$ cat src/rtl/network_transmit_serializer_pkg.sv
// Shared types and constants for the GMII transmit serializer.
// Word layout: [133:132] flags, [131:128] tail invalid count, [127:0] data.
package network_tx_pkg;

  localparam int WORD_W         = 134;
  localparam int IFG_CYCLES_DEF = 12;

  localparam logic [7:0] PREAMBLE_BYTE = 8'h55;
  localparam logic [7:0] SFD_BYTE      = 8'hD5;
  localparam logic [7:0] PRE_SFD       = 8'd6;
  localparam logic [7:0] PRE_END       = 8'd7;

  typedef enum logic [2:0] {
    ST_IDLE    = 3'd0,
    ST_PRE     = 3'd1,
    ST_DATA    = 3'd2,
    ST_IFG     = 3'd3,
    ST_DISCARD = 3'd4
  } tx_state_e;

  typedef enum logic [1:0] {
    FLG_MID  = 2'b00,
    FLG_HEAD = 2'b01,
    FLG_TAIL = 2'b10,
    FLG_BOTH = 2'b11
  } pkt_flag_e;

  function automatic logic is_head(
    input logic [WORD_W-1:0] w
  );
    pkt_flag_e f;
    f = pkt_flag_e'(w[133:132]);
    return (f == FLG_HEAD) || (f == FLG_BOTH);
  endfunction

  function automatic logic is_tail(
    input logic [WORD_W-1:0] w
  );
    pkt_flag_e f;
    f = pkt_flag_e'(w[133:132]);
    return (f == FLG_TAIL) || (f == FLG_BOTH);
  endfunction

endpackage

$ cat src/rtl/network_transmit_serializer_gmii_byte_shifter.sv
// 128-bit word shifter: top byte is the byte currently on txd,
// byte index and last-valid-byte detection for tail words.
module gmii_byte_shifter
  import network_tx_pkg::*;
(
  input  logic              clk_sys,
  input  logic              reset,
  input  logic              load,
  input  logic [WORD_W-1:0] word,
  input  logic              advance,
  output logic [7:0]        cur_byte,
  output logic [7:0]        nxt_byte,
  output logic              last_byte,
  output logic              tail
);

  logic [127:0] sr;
  logic [3:0]   idx;
  logic [3:0]   last_idx;
  logic         tail_q;

  always_ff @(posedge clk_sys or posedge reset) begin
    if (reset) begin
      sr       <= '0;
      idx      <= '0;
      last_idx <= 4'd15;
      tail_q   <= 1'b0;
    end else if (load) begin
      sr       <= word[127:0];
      idx      <= '0;
      last_idx <= is_tail(word) ? 4'd15 - word[131:128] : 4'd15;
      tail_q   <= is_tail(word);
    end else if (advance) begin
      sr  <= {sr[119:0], 8'h00};
      idx <= idx + 4'd1;
    end
  end

  assign cur_byte  = sr[127:120];
  assign nxt_byte  = sr[119:112];
  assign last_byte = (idx == last_idx);
  assign tail      = tail_q;

endmodule

$ cat src/rtl/network_transmit_serializer.sv
// Packet-word to GMII serializer: preamble/SFD, byte streaming,
// underflow abort, discard of orphan words and inter-frame gap.
module network_transmit_serializer
  import network_tx_pkg::*;
#(
  parameter int IFG_CYCLES = IFG_CYCLES_DEF
) (
  input  logic              clk_sys,
  input  logic              reset,
  input  logic              i_pkt_wr,
  input  logic [WORD_W-1:0] iv_pkt,
  output logic              o_pkt_ready,
  output logic              o_gmii_tx_en,
  output logic [7:0]        ov_gmii_txd,
  output logic              o_gmii_tx_er,
  output logic              o_outpkt_pulse,
  output logic              o_discard_pkt_pulse,
  output logic              o_fifo_underflow_pulse,
  output logic [2:0]        ov_tx_state
);

  localparam logic [7:0] IFG_LAST = 8'(IFG_CYCLES - 1);

  tx_state_e         state, state_n;
  logic [7:0]        cnt, cnt_n;
  logic              hold_valid;
  logic [WORD_W-1:0] hold_word;
  logic              hold_head, hold_tail;
  logic              pop, sh_load, sh_adv;
  logic              tx_en_n, tx_er_n;
  logic [7:0]        txd_n;
  logic              out_n, disc_n, unf_n;
  logic [7:0]        cur_byte, nxt_byte;
  logic              last_byte, sh_tail;

  assign hold_head   = is_head(hold_word);
  assign hold_tail   = is_tail(hold_word);
  assign o_pkt_ready = ~hold_valid;
  assign ov_tx_state = state;

  always_ff @(posedge clk_sys or posedge reset) begin
    if (reset) begin
      hold_valid <= 1'b0;
      hold_word  <= '0;
    end else if (i_pkt_wr && !hold_valid) begin
      hold_valid <= 1'b1;
      hold_word  <= iv_pkt;
    end else if (pop) begin
      hold_valid <= 1'b0;
    end
  end

  gmii_byte_shifter u_shifter (
    .clk_sys   (clk_sys),
    .reset     (reset),
    .load      (sh_load),
    .word      (hold_word),
    .advance   (sh_adv),
    .cur_byte  (cur_byte),
    .nxt_byte  (nxt_byte),
    .last_byte (last_byte),
    .tail      (sh_tail)
  );

  // Decides what the registered outputs show in the next cycle.
  always_comb begin
    state_n = state;
    cnt_n   = cnt;
    pop     = 1'b0;
    sh_load = 1'b0;
    sh_adv  = 1'b0;
    tx_en_n = 1'b0;
    tx_er_n = 1'b0;
    txd_n   = 8'h00;
    out_n   = 1'b0;
    disc_n  = 1'b0;
    unf_n   = 1'b0;
    unique case (state)
      ST_IDLE: begin
        if (hold_valid) begin
          pop = 1'b1;
          if (hold_head) begin
            sh_load = 1'b1;
            state_n = ST_PRE;
            cnt_n   = '0;
            tx_en_n = 1'b1;
            txd_n   = PREAMBLE_BYTE;
          end else begin
            disc_n = 1'b1;
          end
        end
      end
      ST_PRE: begin
        tx_en_n = 1'b1;
        cnt_n   = cnt + 8'd1;
        if (cnt < PRE_SFD) begin
          txd_n = PREAMBLE_BYTE;
        end else if (cnt == PRE_SFD) begin
          txd_n = SFD_BYTE;
        end else begin
          state_n = ST_DATA;
          cnt_n   = '0;
          txd_n   = cur_byte;
        end
      end
      ST_DATA: begin
        if (!last_byte) begin
          sh_adv  = 1'b1;
          tx_en_n = 1'b1;
          txd_n   = nxt_byte;
        end else if (sh_tail) begin
          out_n   = 1'b1;
          state_n = ST_IFG;
          cnt_n   = '0;
        end else if (hold_valid && !hold_head) begin
          pop     = 1'b1;
          sh_load = 1'b1;
          tx_en_n = 1'b1;
          txd_n   = hold_word[127:120];
        end else begin
          tx_en_n = 1'b1;
          tx_er_n = 1'b1;
          unf_n   = 1'b1;
          state_n = ST_DISCARD;
        end
      end
      ST_IFG: begin
        cnt_n = cnt + 8'd1;
        if (cnt == IFG_LAST) begin
          cnt_n = '0;
          // A head held during the gap starts its preamble with no idle slot.
          if (hold_valid && hold_head) begin
            pop     = 1'b1;
            sh_load = 1'b1;
            state_n = ST_PRE;
            tx_en_n = 1'b1;
            txd_n   = PREAMBLE_BYTE;
          end else begin
            state_n = ST_IDLE;
          end
        end
      end
      ST_DISCARD: begin
        if (hold_valid) begin
          pop = 1'b1;
          if (hold_tail) begin
            state_n = ST_IFG;
            cnt_n   = '0;
          end
        end
      end
      default: state_n = ST_IDLE;
    endcase
  end

  always_ff @(posedge clk_sys or posedge reset) begin
    if (reset) begin
      state                  <= ST_IDLE;
      cnt                    <= '0;
      o_gmii_tx_en           <= 1'b0;
      o_gmii_tx_er           <= 1'b0;
      ov_gmii_txd            <= 8'h00;
      o_outpkt_pulse         <= 1'b0;
      o_discard_pkt_pulse    <= 1'b0;
      o_fifo_underflow_pulse <= 1'b0;
    end else begin
      state                  <= state_n;
      cnt                    <= cnt_n;
      o_gmii_tx_en           <= tx_en_n;
      o_gmii_tx_er           <= tx_er_n;
      ov_gmii_txd            <= txd_n;
      o_outpkt_pulse         <= out_n;
      o_discard_pkt_pulse    <= disc_n;
      o_fifo_underflow_pulse <= unf_n;
    end
  end

endmodule

$ cat config.mk
export PLATFORM = sky130hd
export DESIGN_NAME = network_transmit_serializer
export DESIGN_NICKNAME = d
export VERILOG_FILES = /design/src/rtl/network_transmit_serializer_pkg.sv /design/src/rtl/network_transmit_serializer_gmii_byte_shifter.sv /design/src/rtl/network_transmit_serializer.sv
export SDC_FILE = /design/constraint.sdc
export NUM_CORES = 1
export LEC_CHECK = 0
export CAP_MARGIN = 20
export CORE_ASPECT_RATIO = 1.1
export CORE_UTILIZATION = 50
export DETAILED_ROUTE_END_ITERATION = 10
export PLACE_DENSITY = 0.76
export SETUP_SLACK_MARGIN = 0.02
export SLEW_MARGIN = 40
export SYNTH_ARGS = -nofsm -noshare
export SYNTH_HDL_FRONTEND = slang
export SYNTH_SLANG_ARGS = --single-unit
$ cat constraint.sdc
create_clock -name clk_sys -period 10.2 [get_ports clk_sys]
set_input_delay 2.55 -clock clk_sys [delete_from_list [all_inputs] [get_ports clk_sys]]
set_output_delay 2.55 -clock clk_sys [all_outputs]
set_load 0.005 [all_outputs]
After elaboration in Yosys (flattened, before gate mapping)
Cells that the tools add are included.
Operators by class
  add/sub/neg operators: 3
  magnitude comparators: 1
  eq/ne operators: 20
  mux-type cells: 64
  bitwise operators: 1
  reduce and logical (&&, ||, !) cells: 14
Operator list (count)
  $mux W128: 2
  $mux W8: 14
  $pmux W8 S5: 1
  $pmux W8 S4: 1
  $mux W3: 10
  $mux W7: 4
  $mux W1: 25
  $ne A2 B2 Y1 const B: 8
  $pmux W3 S5: 1
  $mux W4: 3
  $reduce_and A9 Y1: 1
  $add A8 B1 Y8 const B: 1
  $eq A8 B3 Y1 const B: 1
  $eq A8 B4 Y1 const B: 1
  $lt A8 B3 Y1 const B: 1
  $reduce_and A7 Y1: 1
  $eq A3 B2 Y1 const B: 2
  $pmux W1 S3: 2
  $reduce_bool A5 Y1: 1
  $add A4 B1 Y4 const B: 1
  $eq A2 B2 Y1 const B: 2
  $eq A4 B4 Y1: 1
  $pmux W1 S4: 1
  $reduce_bool A2 Y1: 2
  other kinds (12): 16
Storage, ports and cells
  flip-flop bits (word level): 295
  bits of input ports: 137

Logic depth before layout (Yosys ltp)
  depth in word-level cells: 10
  gate-level depth with buffers: 9
  gate-level depth less buffers: 6

Cells and area by module
From an unflattened synthesis, not the netlist that was laid out.
Second synthesis, totals
  cell total of the unflattened synthesis: 1052
  area total of the unflattened synthesis: 12848.6 um^2
Modules (own cells, without submodules)
  network_transmit_serializer: instances 1, cells an instance 443, area an instance 6459.9 um^2
  gmii_byte_shifter: instances 1, cells an instance 609, area an instance 6388.6 um^2

Least setup slack after synthesis
Ideal clock, no wire load.
  kind: input-to-reg
  start: input i_pkt_wr
  end: register hold_word[0]
  library setup time: 0.125 ns
  arrival time: 3.961 ns
  data required time: 10.075 ns
  setup slack: 6.114 ns
  stages on the path: 5
  cell sequence: nor2b_1 clkbuf_1 clkbuf_1 clkbuf_1 mux2_2
On the way
  cells in the longest elaborated chain, start to end: 1
Ends and longest elaborated chain
  start, declared: RTL line network_transmit_serializer.sv:10  | input logic i_pkt_wr,
  $logic_and A1 B1 Y1: RTL line network_transmit_serializer.sv:45  | end else if (i_pkt_wr && !hold_valid) begin
  end signal, assigned: RTL line network_transmit_serializer.sv:47  | hold_word <= iv_pkt;
  end, declared: RTL line network_transmit_serializer.sv:27  | logic [WORD_W-1:0] hold_word;
Every way passes these cells.
A chain may end at the register's enable or synchronous reset.

Worst setup path in the final report
  start: input i_pkt_wr
  end: register hold_word[33]
The elaborated chain is that of the path after synthesis.

==> results by group <==
Global route
  – Routing usage on met3: 2.88%
  – Maximum number of pins on one net before global-route repair: 160
  – Initial antenna violation count: 1
  – Gr ovfl total: 0
  – Total global routing track utilization: 22.1%
  – Fraction of met1 tracks used by global routing: 33.8%
  – Grt met2 use: 33.4%
  – Busiest layer in global routing: met1
  – Via count of the first global-routing pass: 8200
  – First-pass GRT wire length: 44.3 mm

Timing
  – Final critical path time including I/O delays and setup: 4.30 ns
  – Share of the clock period used by the worst path: 42.1%
  – Setup repair after global routing missed its margin: false
  – Slew at the pin closest to its max-slew limit: 0.798 ns
  – Final hold violation count: 0
  – Max-slew headroom: 46.8%
  – Maximum frequency from static timing analysis: 233 MHz
  – Max Slew Vio Count: 0
  – Fin worst setup slack: 5.90 ns
  – Sum Neg Setup Slack: 0 ns
  – Setup-failing EPs final: 0
  – Layout Skew: 0.0146 ns

Floorplanning
  – Core Region: 23800 um^2
  – Die Span X: 151 um
  – Die area: 25100 um^2
  – Starting density of the core: 51.3%
  – Number of placement rows: 59
  – Die Span Y: 166 um
  – Top-Level Pins: 154

Yosys
  – Post-synthesis area per instance: 13.3 um^2
  – EDFF count, synth: 0
  – Number of standard cells after synthesis: 921
  – Area share of xor/xnor cells in the synthesized design: 0.716%
  – Most used flip-flop cell after synthesis: sky130_fd_sc_hd__dfrtp_1
  – Count of warnings emitted by yosys: 0
  – Complex-gate fraction of the synthesized area: 13.7%
  – Net Count, Synth: 1061
  – Sequential share of the synthesized area: 60.4%
  – Dominant combinational cell family by area after synthesis: compound AO/OA/AOI/OAI gates
  – Flop and latch count out of synthesis: 295
  – Netlist area before placement: 12200 um^2
  – Adder-cell share of the synthesized area: 0.307%
  – Count of cell types in the netlist: 53
  – Fraction of synthesis flops using an asynchronous set or reset pin: 100%
  – Basic-gate share of the synthesized area counting and, or, nand and nor cells: 8.83%
  – Multiplexer fraction of the synthesized cell area: 13.1%

Setup path
  – Startpoint Class: primary input
  – Arrival time of data at the critical path endpoint: 4.72 ns
  – Required time at the endpoint of the critical path: 10.63 ns
  – Critical register-to-register path startpoint: hold_valid
  – Crit. End Element: flip-flop
  – Internal reg-to-reg setup slack: 6.51 ns
  – Critical path class: in -> reg
  – Reg-to-reg endpoint: u_shifter.tail
  – R2r worst-path depth: 6
  – Highest net fanout along the worst path: 73

Power
  – Power Dens Cells: 302 nW/um^2
  – IR Drop Worst-Case VDD: 0.153 mV
  – Leakage component of the power: 6.71 nW

Placed design
  – Number of cells after detailed placement: 1311
  – Placement-stage worst setup slack: 5.17 ns
  – Count of buffers inserted at the top-level ports: 153
  – Placer's final routability congestion estimate: 0.835
  – HPWL after DPL: 16.6 mm

Hold path
  – Path category of the worst min-delay check: reg -> reg
  – Min-Delay Startpoint: hold_word[130]
  – Worst hold path stage count: 1
  – Endpoint of the worst hold-timing path: u_shifter.last_idx[2]

Route
  – Count of routing violations after the opening detailed-route iteration: 724
  – Drt pass-1 iters: 5
  – Routed via count: 8328
  – Wirelength per Cell: 20.1 um
  – Sum of routed wire length over all layers: 27.4 mm
  – Detail Route Antenna Nets: 0
  – DRC violation count after routing: 0
  – DR vias/cell: 6.10

Clocking
  – Root buffer cell: sky130_fd_sc_hd__clkbuf_16
  – CTS sink count: 295
  – Setup fix buffers added after clock tree synthesis: 0
  – Resize count post-CTS: 0
  – Clk slew on worst S/H paths: 0.06 ns
  – Clock insertion delay at the later pin of the skew report: 0.55 ns
  – Buffer depth of the longest clock path: 3
  – Hold_buf cts: 0
  – Number of levels in the clock H-tree: 1
  – Number of clock buffers inserted by TritonCTS: 30
  – Clock tree from TritonCTS: built

Cells and area
  – Number of nets at the end of the flow: 1179
  – Most frequent standard cell in the layout excluding fill and tap cells: sky130_fd_sc_hd__dfrtp_1
  – Share of layout cells above drive strength 1: 19.3%
  – Final instance count without filler cells: 1366
  – Growth of design area from synthesis to finish: 22.5%
  – Most frequent cells in the layout: sky130_fd_sc_hd__dfrtp_1 (291), sky130_fd_sc_hd__clkdlybuf4s50_1 (153), sky130_fd_sc_hd__mux2_2 (134), sky130_fd_sc_hd__and3_1 (122), sky130_fd_sc_hd__a221o_1 (114)

Run
  – Number of max-capacitance violations reported: 0

Run status
  – Status: finished clean
-- layout make-up --
type                    count  area, um^2
clock inverters            10         168
well taps                 305         382
multi-input cells         542        4520
fillers                  1801        8850
diodes                      1        2.50
inverters                   5        22.5
repair buffers            165        1680
clock buffers              43         840
flip-flops and latches    295        7390
-- synth_stat cells (all sizes together) (4+ instances only) --
cell     instances  share of area (%)
mux2i            9               0.74
o2bb2ai          5               0.36
a221o          114                9.3
buf             20                1.0
a21oi           16               0.65
and3           123                6.3
mux2           134                 12
nor3             7               0.33
inv              5               0.15
dfrtp          291                 60
o221ai           4               0.29
o21ai           40                1.6
nand2           19               0.58
clkbuf          59                1.8
nand3            5               0.20
nor2            12               0.37
dfstp            4               0.86
a31oi            6               0.31
xnor2            7               0.50
-- per-stage QoR --
stage	hold slack (ns)	power [W]	cell area (um^2)	util [%]
finish	0.431	0.00453	15000	62.9
detailed placement	0.425	0.00342	14000	58.5
floorplan	0.393	0.00299	12200	-
global placement	0.427	0.00336	13900	58.5
global route	0.461	0.00480	15000	62.9
CTS	0.428	0.00456	15000	62.7
-- worst max-delay path by stage --
stage                     cells after the start  slack [ns]  startpoint             to
after detailed placement                      5        5.17    i_pkt_wr  hold_word[17]
after CTS                                     5        5.74    i_pkt_wr  hold_word[14]
after global routing                          5        5.80    i_pkt_wr  hold_word[50]
after global placement                        5        4.95    i_pkt_wr  hold_word[44]
after floorplan                               1        3.74       reset         cnt[0]
final                                         5        5.90    i_pkt_wr  hold_word[33]
-- routing by layer --
layer | share of wire [%] | vias to the layer above | wire, um
li1 | - | 3747 | -
met1 | 45 | 4255 | 12300
met2 | 47 | 286 | 12900
met3 | 5.9 | 40 | 1610
met4 | 2.2 | 0 | 591
met5 | 0 | - | 0
-- where the power goes --
group,switching [W],total (W),leakage [nW],internal [W]
Clock,0.000439,0.00111,0.489,0.000671
Combinational,0.000621,0.00137,2.57,0.000749
Sequential,0.000350,0.00205,3.65,0.00170
Total,0.00141,0.00453,6.71,0.00312
-- cell families (layout without fill, tap and decap cells) --
kind of cell | after synthesis | count (layout)
AO/OA/AOI/OAI | 202 | 202
XOR/XNOR | 10 | 10
adder cells (fa/ha/maj) | 3 | 3
buffers and inverters | 84 | 223
flip-flops | 295 | 295
multiplexers | 143 | 143
other | 0 | 1
AND/OR/NAND/NOR | 184 | 184
-- sequential cells by signal, indices dropped and copies added, names as in the netlist --
signal and cells:
o_gmii_tx_en 1, u_shifter.sr 128, u_shifter.last_idx 4, u_shifter.tail 1, hold_word 134, ov_tx_state 3
u_shifter.idx 4, cnt 8, o_outpkt_pulse 1, hold_valid 1, o_fifo_underflow_pulse 1, ov_gmii_txd 8
o_discard_pkt_pulse 1
-- worst max-delay path: stages --
cell,delay (ns)
sky130_fd_sc_hd__clkdlybuf4s50_1,0.46
sky130_fd_sc_hd__nor2b_4,0.13
sky130_fd_sc_hd__buf_6,0.47
sky130_fd_sc_hd__buf_6,0.61
sky130_fd_sc_hd__mux2_2,0.41
No activity file was read; power rests on OpenSTA's default activity.
